==> config.mk <==
export PLATFORM = sky130hd
export DESIGN_NAME = mem_arbiter
export DESIGN_NICKNAME = d
export VERILOG_FILES = /design/src/rtl/mem_arb_pkg.sv /design/src/rtl/mem_lane_fmt.sv /design/src/rtl/mem_arbiter.sv
export SDC_FILE = /design/constraint.sdc
export NUM_CORES = 1
export LEC_CHECK = 0
export ABC_AREA = 1
export CAP_MARGIN = 5
export CORE_MARGIN = 4
export CORE_UTILIZATION = 47
export DETAILED_ROUTE_END_ITERATION = 8
export GPL_TIMING_DRIVEN = 0
export PLACE_DENSITY = 0.83
export SLEW_MARGIN = 20
export SYNTH_ARGS = -nofsm -noshare
export SYNTH_HDL_FRONTEND = slang
export SYNTH_HIERARCHICAL = 1
export SYNTH_SLANG_ARGS = --single-unit
==> constraint.sdc <==
create_clock -name clk -period 4.45 [get_ports clk]
set_clock_uncertainty 0.15 [all_clocks]
set_input_delay 0.89 -clock clk [delete_from_list [all_inputs] [get_ports clk]]
set_output_delay 0.89 -clock clk [all_outputs]
set_load 0.1 [all_outputs]
==> src/rtl/mem_arb_pkg.sv <==
`default_nettype none
// ============================================================================
// Module   : mem_arb_pkg
// Brief    : State encoding, byte-lane enables, response length and the
//            captured-request record shared by the memory arbiter files.
// Revision : 1.0  initial release
// ============================================================================
package mem_arb_pkg;

    typedef logic [1:0] state_t;

    localparam state_t c_st_idle    = 2'd0;
    localparam state_t c_st_if_busy = 2'd1;
    localparam state_t c_st_dm_busy = 2'd2;
    localparam state_t c_st_resp    = 2'd3;

    // Big-endian lanes: byte offset 0 lives in bits 31:24
    localparam logic [3:0] c_be_lane0 = 4'b1000;
    localparam logic [3:0] c_be_lane1 = 4'b0100;
    localparam logic [3:0] c_be_lane2 = 4'b0010;
    localparam logic [3:0] c_be_lane3 = 4'b0001;
    localparam logic [3:0] c_be_word  = 4'b1111;

    localparam logic [1:0] c_resp_len = 2'd1;

    typedef struct packed {
        logic        is_dm;
        logic        we;
        logic        is_byte;
        logic        sext;
        logic [31:0] addr;
        logic [31:0] wdata;
    } req_t;

    function automatic logic [3:0] lane_be(input logic [1:0] offset);
        logic [3:0] be;
        case (offset)
            2'd0:    be = c_be_lane0;
            2'd1:    be = c_be_lane1;
            2'd2:    be = c_be_lane2;
            default: be = c_be_lane3;
        endcase
        return be;
    endfunction

endpackage
`default_nettype wire

==> src/rtl/mem_lane_fmt.sv <==
`default_nettype none
// ============================================================================
// Module   : mem_lane_fmt
// Brief    : Combinational byte-lane formatter: enables, store replication,
//            load lane extraction with zero/sign extension.
// Revision : 1.0  initial release
// ============================================================================
module mem_lane_fmt
    import mem_arb_pkg::*;
(
    input  logic [1:0]  i_offset,
    input  logic        i_is_byte,
    input  logic        i_signextend,
    input  logic [31:0] i_wdata,
    input  logic [31:0] i_rdata,
    output logic [3:0]  o_be,
    output logic [31:0] o_wdata,
    output logic [31:0] o_rdata
);

    logic [7:0] w_lane;

    always_comb begin
        case (i_offset)
            2'd0:    w_lane = i_rdata[31:24];
            2'd1:    w_lane = i_rdata[23:16];
            2'd2:    w_lane = i_rdata[15:8];
            default: w_lane = i_rdata[7:0];
        endcase
    end

    always_comb begin
        o_be    = i_is_byte ? lane_be(i_offset) : c_be_word;
        o_wdata = i_is_byte ? {4{i_wdata[7:0]}} : i_wdata;
        if (!i_is_byte) begin
            o_rdata = i_rdata;
        end else if (i_signextend) begin
            o_rdata = {{24{w_lane[7]}}, w_lane};
        end else begin
            o_rdata = {24'd0, w_lane};
        end
    end

endmodule
`default_nettype wire

==> src/rtl/mem_arbiter.sv <==
`default_nettype none
// ============================================================================
// Module   : mem_arbiter
// Brief    : Two-requester (fetch / data) arbiter onto one word memory port.
//            Build option MEM_ARB_RR_EN selects round-robin tie breaking,
//            otherwise data always beats fetch.
// Revision : 1.0  initial release
// ============================================================================
module mem_arbiter
    import mem_arb_pkg::*;
(
    input  logic        clk,
    input  logic        rst,
    input  logic        if_req,
    input  logic [31:0] if_addr,
    output logic        if_ack,
    output logic [31:0] if_rdata,
    input  logic        dm_req,
    input  logic        dm_we,
    input  logic        dm_byte,
    input  logic        dm_signextend,
    input  logic [31:0] dm_addr,
    input  logic [31:0] dm_wdata,
    output logic        dm_ack,
    output logic [31:0] dm_rdata,
    output logic        mem_req,
    output logic        mem_we,
    output logic [3:0]  mem_be,
    output logic [31:0] mem_addr,
    output logic [31:0] mem_wdata,
    input  logic        mem_ack,
    input  logic [31:0] mem_rdata,
    output logic        busy
);

    state_t      state_q, state_d;
    req_t        req_q, req_d;
    logic [31:0] if_rdata_q, if_rdata_d;
    logic [31:0] dm_rdata_q, dm_rdata_d;
    logic [1:0]  resp_cnt_q, resp_cnt_d;

    logic        w_grant_dm;
    logic        w_mem_active;
    logic [3:0]  w_be;
    logic [31:0] w_wdata;
    logic [31:0] w_rdata_fmt;

    mem_lane_fmt u_lane_fmt (
        .i_offset     (req_q.addr[1:0]),
        .i_is_byte    (req_q.is_byte),
        .i_signextend (req_q.sext),
        .i_wdata      (req_q.wdata),
        .i_rdata      (mem_rdata),
        .o_be         (w_be),
        .o_wdata      (w_wdata),
        .o_rdata      (w_rdata_fmt)
    );

`ifdef MEM_ARB_RR_EN
    logic last_dm_q, last_dm_d;

    // On a tie the requester not served last wins; reset value favours DM
    assign w_grant_dm = dm_req && (!if_req || !last_dm_q);

    always_comb begin
        last_dm_d = last_dm_q;
        if (state_q == c_st_idle && (dm_req || if_req)) begin
            last_dm_d = w_grant_dm;
        end
    end

    always_ff @(posedge clk) begin
        if (rst) begin
            last_dm_q <= 1'b0;
        end else begin
            last_dm_q <= last_dm_d;
        end
    end
`else
    assign w_grant_dm = dm_req;
`endif

    always_comb begin
        state_d    = state_q;
        req_d      = req_q;
        if_rdata_d = if_rdata_q;
        dm_rdata_d = dm_rdata_q;
        resp_cnt_d = resp_cnt_q;
        case (state_q)
            c_st_idle: begin
                if (w_grant_dm) begin
                    req_d.is_dm   = 1'b1;
                    req_d.we      = dm_we;
                    req_d.is_byte = dm_byte;
                    req_d.sext    = dm_signextend;
                    req_d.addr    = dm_addr;
                    req_d.wdata   = dm_wdata;
                    state_d       = c_st_dm_busy;
                end else if (if_req) begin
                    req_d.is_dm   = 1'b0;
                    req_d.we      = 1'b0;
                    req_d.is_byte = 1'b0;
                    req_d.sext    = 1'b0;
                    req_d.addr    = if_addr;
                    req_d.wdata   = 32'd0;
                    state_d       = c_st_if_busy;
                end
            end
            c_st_if_busy, c_st_dm_busy: begin
                if (mem_ack) begin
                    state_d    = c_st_resp;
                    resp_cnt_d = 2'd0;
                    if (req_q.is_dm) begin
                        dm_rdata_d = req_q.we ? 32'd0 : w_rdata_fmt;
                    end else begin
                        if_rdata_d = mem_rdata;
                    end
                end
            end
            c_st_resp: begin
                if (resp_cnt_q == c_resp_len - 2'd1) begin
                    state_d = c_st_idle;
                end else begin
                    resp_cnt_d = resp_cnt_q + 2'd1;
                end
            end
            default: state_d = c_st_idle;
        endcase
    end

    always_ff @(posedge clk) begin
        if (rst) begin
            state_q    <= c_st_idle;
            req_q      <= '0;
            if_rdata_q <= 32'd0;
            dm_rdata_q <= 32'd0;
            resp_cnt_q <= 2'd0;
        end else begin
            state_q    <= state_d;
            req_q      <= req_d;
            if_rdata_q <= if_rdata_d;
            dm_rdata_q <= dm_rdata_d;
            resp_cnt_q <= resp_cnt_d;
        end
    end

    // Memory-side outputs are forced to zero outside the busy states
    assign w_mem_active = (state_q == c_st_if_busy) || (state_q == c_st_dm_busy);
    assign mem_req      = w_mem_active;
    assign mem_we       = w_mem_active && req_q.we;
    assign mem_be       = w_mem_active ? w_be : 4'd0;
    assign mem_addr     = w_mem_active ? {req_q.addr[31:2], 2'b00} : 32'd0;
    assign mem_wdata    = (w_mem_active && req_q.we) ? w_wdata : 32'd0;

    assign if_ack   = (state_q == c_st_resp) && !req_q.is_dm;
    assign dm_ack   = (state_q == c_st_resp) && req_q.is_dm;
    assign if_rdata = if_rdata_q;
    assign dm_rdata = dm_rdata_q;
    assign busy     = (state_q != c_st_idle);

endmodule
`default_nettype wire

==> Yosys cells after proc, flatten, opt, wreduce, memory -nomap -nowiden <==
Cells that the tools add are included.
{ "word_totals": {"reg_bits": 136, "input_bits": 136} }
{ "op_classes": {"add_sub_neg": 1, "eq_ne": 9, "n_mux": 20, "bitwise": 1, "reduce_logical": 17} }
{ "ops": {"columns": ["operator", "count"], "rows": [
  ["$mux 32", 6],
  ["$mux 68", 2],
  ["$pmux 8 s3", 1],
  ["$mux 2", 6],
  ["$pmux 4 s3", 1],
  ["$reduce_and 3->1", 4],
  ["$mux 4", 2],
  ["$eq 2x2->1 const B", 3],
  ["$logic_not 2->1", 3],
  ["$ne 2x2->1 const B", 3],
  ["$pmux 2 s3", 1],
  ["$reduce_bool 2->1", 3],
  ["$eq 2x1->1 const B", 2],
  ["$pmux 2 s2", 1],
  ["$logic_and 1x1->1", 3],
  ["$ne 3x3->1 const B", 1],
  ["$add 2x1->2 const B", 1],
  ["$reduce_and 2->1", 1],
  ["$reduce_or 2->1", 1],
  ["$logic_not 1->1", 1],
  ["$logic_or 1x1->1", 1],
  ["$not 1->1", 1]
]} }

==> Depth between registers and ports, before layout <==
Gate-level depths: netlist (run 1).
{ "logic_depth": {"ltp_word": 5, "depth_mapped": 9} }

==> Modules after synthesis <==
Netlist (run 1), hierarchy kept.
{ "modules_own_cells": {"columns": ["mod", "n_inst", "cells_per_inst", "area_per_inst_um2", "seq_area_each_um2"], "rows": [
  ["mem_arbiter", 1, 878, 5980.7, 2722.6],
  ["mem_lane_fmt", 1, 200, 815.8, 0.0]
]} }

==> Worst setup path after synthesis (run 1) <==
Ideal clock, no wire load.
{ "synth_path": {"kind": "reg2out", "from": "register state_q[0]", "to": "output port mem_wdata[22]", "t_arrival_ps": 3189, "path_slack_ps": 221, "stages_incl_launch_ff": 7, "n_path_buf": 2, "cell_sequence": "dfxtp_1 > inv_1 > ha_1 > buf_2 > nand2_1 > buf_2 > nor2_1"} }
{ "synth_between": {"elab_chain_cells": 4} }
{ "synth_lines": {"columns": ["item", "line", "rtl"], "rows": [
  ["from (decl)", "mem_arbiter.sv:36", "state_t state_q, state_d;"],
  ["from (signal assigned)", "mem_arbiter.sv:133", "state_q <= c_st_idle;"],
  ["from (signal assigned)", "mem_arbiter.sv:139", "state_q <= state_d;"],
  ["$eq 2x1->1 or $eq 2x2->1 (tied branches)", "mem_arbiter.sv:148", "assign w_mem_active = (state_q == c_st_if_busy) || (state_q == c_st_dm_busy);"],
  ["$logic_or 1x1->1 *", "mem_arbiter.sv:148", null],
  ["via mem_req", "mem_arbiter.sv:26", "output logic mem_req,"],
  ["$logic_and 1x1->1 *", "mem_arbiter.sv:153", "assign mem_wdata = (w_mem_active && req_q.we) ? w_wdata : 32'd0;"],
  ["$mux 32 *", "mem_arbiter.sv:153", null],
  ["to (decl)", "mem_arbiter.sv:30", "output logic [31:0] mem_wdata,"]
]} }
Mark *: on every way through the listed nets, which the timed path passes. The rest lies on a longest branch.

==> Worst setup path in the final report (run 1) <==
{ "layout_path": {"from": "register state_q[0]", "to": "output port mem_wdata[30]"} }
{ "layout_between": {"elab_chain_cells": 4} }
{ "layout_lines": {"columns": ["item", "line"], "rows": [
  ["$eq 2x1->1 or $eq 2x2->1 (tied branches)", "mem_arbiter.sv:148"],
  ["$logic_or 1x1->1 *", "mem_arbiter.sv:148"],
  ["$logic_and 1x1->1 *", "mem_arbiter.sv:153"],
  ["$mux 32 *", "mem_arbiter.sv:153"]
]} }
Every way passes the cells marked *; elsewhere a longest branch is shown, timed or not.

==> results.py, run 1 <==
metrics = {
    "worst_setup_path": {
        "setup.worst_path.class": "flip-flop to output pin",
        "cp.arrival_ns": 3.23,
        "cpMostUsedCell": "buf_2",
        "worst_path_largest_cell_delay_ns": 1.14,
        "required_ns": 3.41,
        "startpoint_type": "flip-flop",
        "crit_fanout": 10,
        "cpMaxStageDelayCell": "clkdlybuf4s50_1",
        "end_kind": "output pin",
        "crit_chain": "inv_1 > ha_1 > buf_2 > nand2_1 > buf_2 > nor2_1 > clkdlybuf4s50_1",
    },
    "power": {
        "power_density_mw_per_mm2": 652,
        "p_sw_share_pct": 52.3,
        "p_leak_nw": 4.92,
        "seqPwrFrac_pct": 24.8,
        "p_sw_w": 0.00351,
        "ir_drop_v": 0.000334,
        "power_frac_comb_pct": 55.2,
        "clockPowerShare_pct": 20.0,
        "p_int_w": 0.00321,
    },
    "clock_network": {
        "cts.clk_slew.worst_paths_ns": 0.06,
        "numCtsBuffers": 17,
        "cts-root-buf": "clkbuf_16",
        "clk_path_buf_depth": 2,
        "cts_hold_buffers": 0,
        "cts_tree": "built",
        "clk_latency_ns": 0.42,
        "cts_sinks": 136,
        "htreeDepth": 4,
        "post_cts_buffers": 0,
    },
    "final_layout": {
        "area_growth_pct": 51.6,
        "design_area_sq_mm": 0.0103,
        "final_nets": 1507,
        "drive_above_1_share_pct": 6.82,
        "antenna_cells": 0,
    },
    "placed_design": {
        "globalplace.congestion": 0.922,
        "dpl_cell_area_sq_mm": 0.00971,
        "hpwl_um": 17900,
        "dpl_worst_slack_ns": 0.577,
        "port_buffers": 268,
    },
    "synthesis": {
        "yosys.area_share.simple_pct": 37.4,
        "avgSynthCellArea_sq_um": 6.30,
        "syn_inst": 1078,
        "synth_compound_area_share_pct": 10.4,
        "synth_warnings": 6,
        "synth_area_sq_mm": 0.00680,
        "async_flop_share_pct": 0,
        "synth_top_family_by_area": "simple AND/OR/NAND/NOR gates",
        "synth-edff-count": 0,
        "synthMuxAreaShare_pct": 0,
        "synthFlopType": "dfxtp_1",
        "synth_cell_type_count": 25,
        "synth_adder_area_share_pct": 0.920,
        "synth_seq_cells": 136,
        "yosys.area_share.xor_xnor_pct": 0,
        "ys_seq_area_share_pct": 40.1,
    },
    "timing": {
        "fmax_ghz": 0.234,
        "worst_slack_ns": 0.181,
        "period_share_pct": 95.9,
        "hold_viol_final": 0,
        "tightest_slew_ns": 1.04,
        "fin_setup_tns_ns": 0,
        "rsz0062_at_grt": "false",
        "setup_violations": 0,
        "slew_headroom_pct": 30.2,
        "slew_violations": 0,
        "fin_crit_ns": 4.27,
    },
    "global_route": {
        "antenna_found_initial": 0,
        "grt_pass1_vias": 7430,
        "grt_max_degree": 17,
        "overflow": 0,
        "grt_use_total_pct": 28.3,
        "grt_pass1_wl_um": 37100,
    },
    "die": {
        "die-area_sq_mm": 0.0164,
        "initial_utilization_pct": 48.4,
        "rows": 43,
        "dieHeight_um": 128,
        "fp.coreArea_sq_mm": 0.0140,
        "chipWidth_um": 128,
        "num_io_pins": 273,
    },
    "drt": {
        "drc": 0,
        "ant_nets": 0,
        "avgViaCountPerCell": 4.89,
        "dr.pass1.iters": 5,
        "drt_iter0_drc": 519,
        "vias": 7617,
        "wl_um": 23300,
        "wl_per_cell_um": 14.9,
    },
    "status": {
        "status": "completed",
    },
    "hold_path": {
        "hold_path_class": "flip-flop to flip-flop",
    },
    "run": {
        "maxCapViolCount": 0,
    },
}
==> metrics by stage <==
step	cells	hold slack [ns]	utilization (%)	power, W
floorplan	1079	0.289	-	0.00443
global placement	1527	0.297	69.1	0.00534
detailed placement	1527	0.301	69.1	0.00538
CTS	1559	0.310	73.1	0.00673
global route	1559	0.334	73.4	0.00705
finish	1559	0.310	73.4	0.00672
==> power by group through the flow <==
| stage | sequential (W) | combinational (W) | clock, W |
|---|---|---|---|
| final | 0.00166 | 0.00371 | 0.00134 |
| after CTS | 0.00166 | 0.00372 | 0.00135 |
| after global placement | 0.00167 | 0.00366 | 0 |
| after global routing | 0.00170 | 0.00393 | 0.00141 |
| after detailed placement | 0.00168 | 0.00370 | 0 |
| after floorplan | 0.00250 | 0.00193 | 0 |
==> area by class of cell <==
type / count / area, sq um
Fill cell: 1190 / 3740
Multi-Input combinational cell: 777 / 3320
Sequential cell: 136 / 2720
Timing Repair Buffer: 268 / 2720
Clock buffer: 18 / 439
Buffer: 77 / 418
Inverter: 89 / 337
Tap cell: 180 / 225
Clock inverter: 14 / 124
==> critical path, delay by kind of cell, from the launching register on <==
kind	cells	cell delay (ns)
adders and majority gates	1	0.39
buffers and inverters	4	1.75
DFF	1	0.36
and+or+nand+nor	2	0.31
==> cells in the final DEF (no fill, tap or decap), types with 3 or more instances in the layout <==
cell and n:
clkinvlp_4 4, nor2_1 191, inv_2 4, nand3_1 4, a21oi_1 70, buf_2 27
clkbuf_1 26, nand3b_1 32, nand2_1 395, clkdlybuf4s50_1 255, buf_4 17, o21ai_0 67
dfxtp_1 136, clkbuf_16 17, inv_6 3, ha_1 5, o21ai_1 3, inv_1 83
clkinv_2 4, buf_6 4, dlymetal6s2s_1 13
==> cells in the mapped netlist, types with 5 or more instances <==
cell type	n	area, sq um
nand2_1	395	1480
nor2_1	191	717
dfxtp_1	136	2720
inv_1	83	312
a21oi_1	70	350
o21ai_0	67	335
nand3b_1	32	240
buf_2	27	135
clkbuf_1	26	97.6
buf_4	17	128
ha_1	5	62.6
==> logic make-up (layout without fill, tap and decap cells) <==
group                      count (synthesis)  count (layout)
AOI/OAI and AO/OA                        141             141
adders and majority gates                  5               5
buffers and inverters                    166             466
DFF                                      136             136
other                                      1               2
and+or+nand+nor                          629             629
==> routing by layer <==
metal	track usage (%)	vias up	share of wire, %
met3	7.79	60	7.7
li1	-	3869	-
met2	46.4	283	47
met5	0	-	0
met1	34.7	3405	42
met4	12.7	0	3.5
==> state kept, by name (all words and copies together) (netlist names) <==
| register | cells |
|---|---|
| dm_rdata | 32 |
| if_rdata | 32 |
| req_q | 68 |
| resp_cnt_q | 2 |
| state_q | 2 |
==> worst paths after layout <==
| check | endpoint | startpoint | slack, ns | cells after the start |
|---|---|---|---|---|
| setup reg to reg | if_rdata[29] | state_q[0] | 2.43 | 8 |
| hold / removal | req_q[28] | req_q[28] | 0.31 | 2 |
| setup / recovery | mem_wdata[30] | state_q[0] | 0.18 | 7 |
| hold reg to reg | req_q[28] | req_q[28] | 0.31 | 2 |
==> repair_timing <==
| action | 4_1_cts | 5_1_grt |
|---|---|---|
| setup endpoints to repair | 0 | 13 |
| hold endpoints to repair | 0 | 0 |
| resized for setup | 0 | 13 |
Note: power is estimated with default switching activity, not from simulation.
==> run 2, diff against run 1 <==
--- a/config.mk
+++ b/config.mk
@@ -6,6 +6,7 @@
 export NUM_CORES = 1
 export LEC_CHECK = 0
 export ABC_AREA = 1
+export ABC_CLOCK_PERIOD_IN_PS = 4450
 export CAP_MARGIN = 5
 export CORE_MARGIN = 4
 export CORE_UTILIZATION = 47
==> results of run 2 <==
No change in the layout: final DEF, timing and power equal those of run 1.
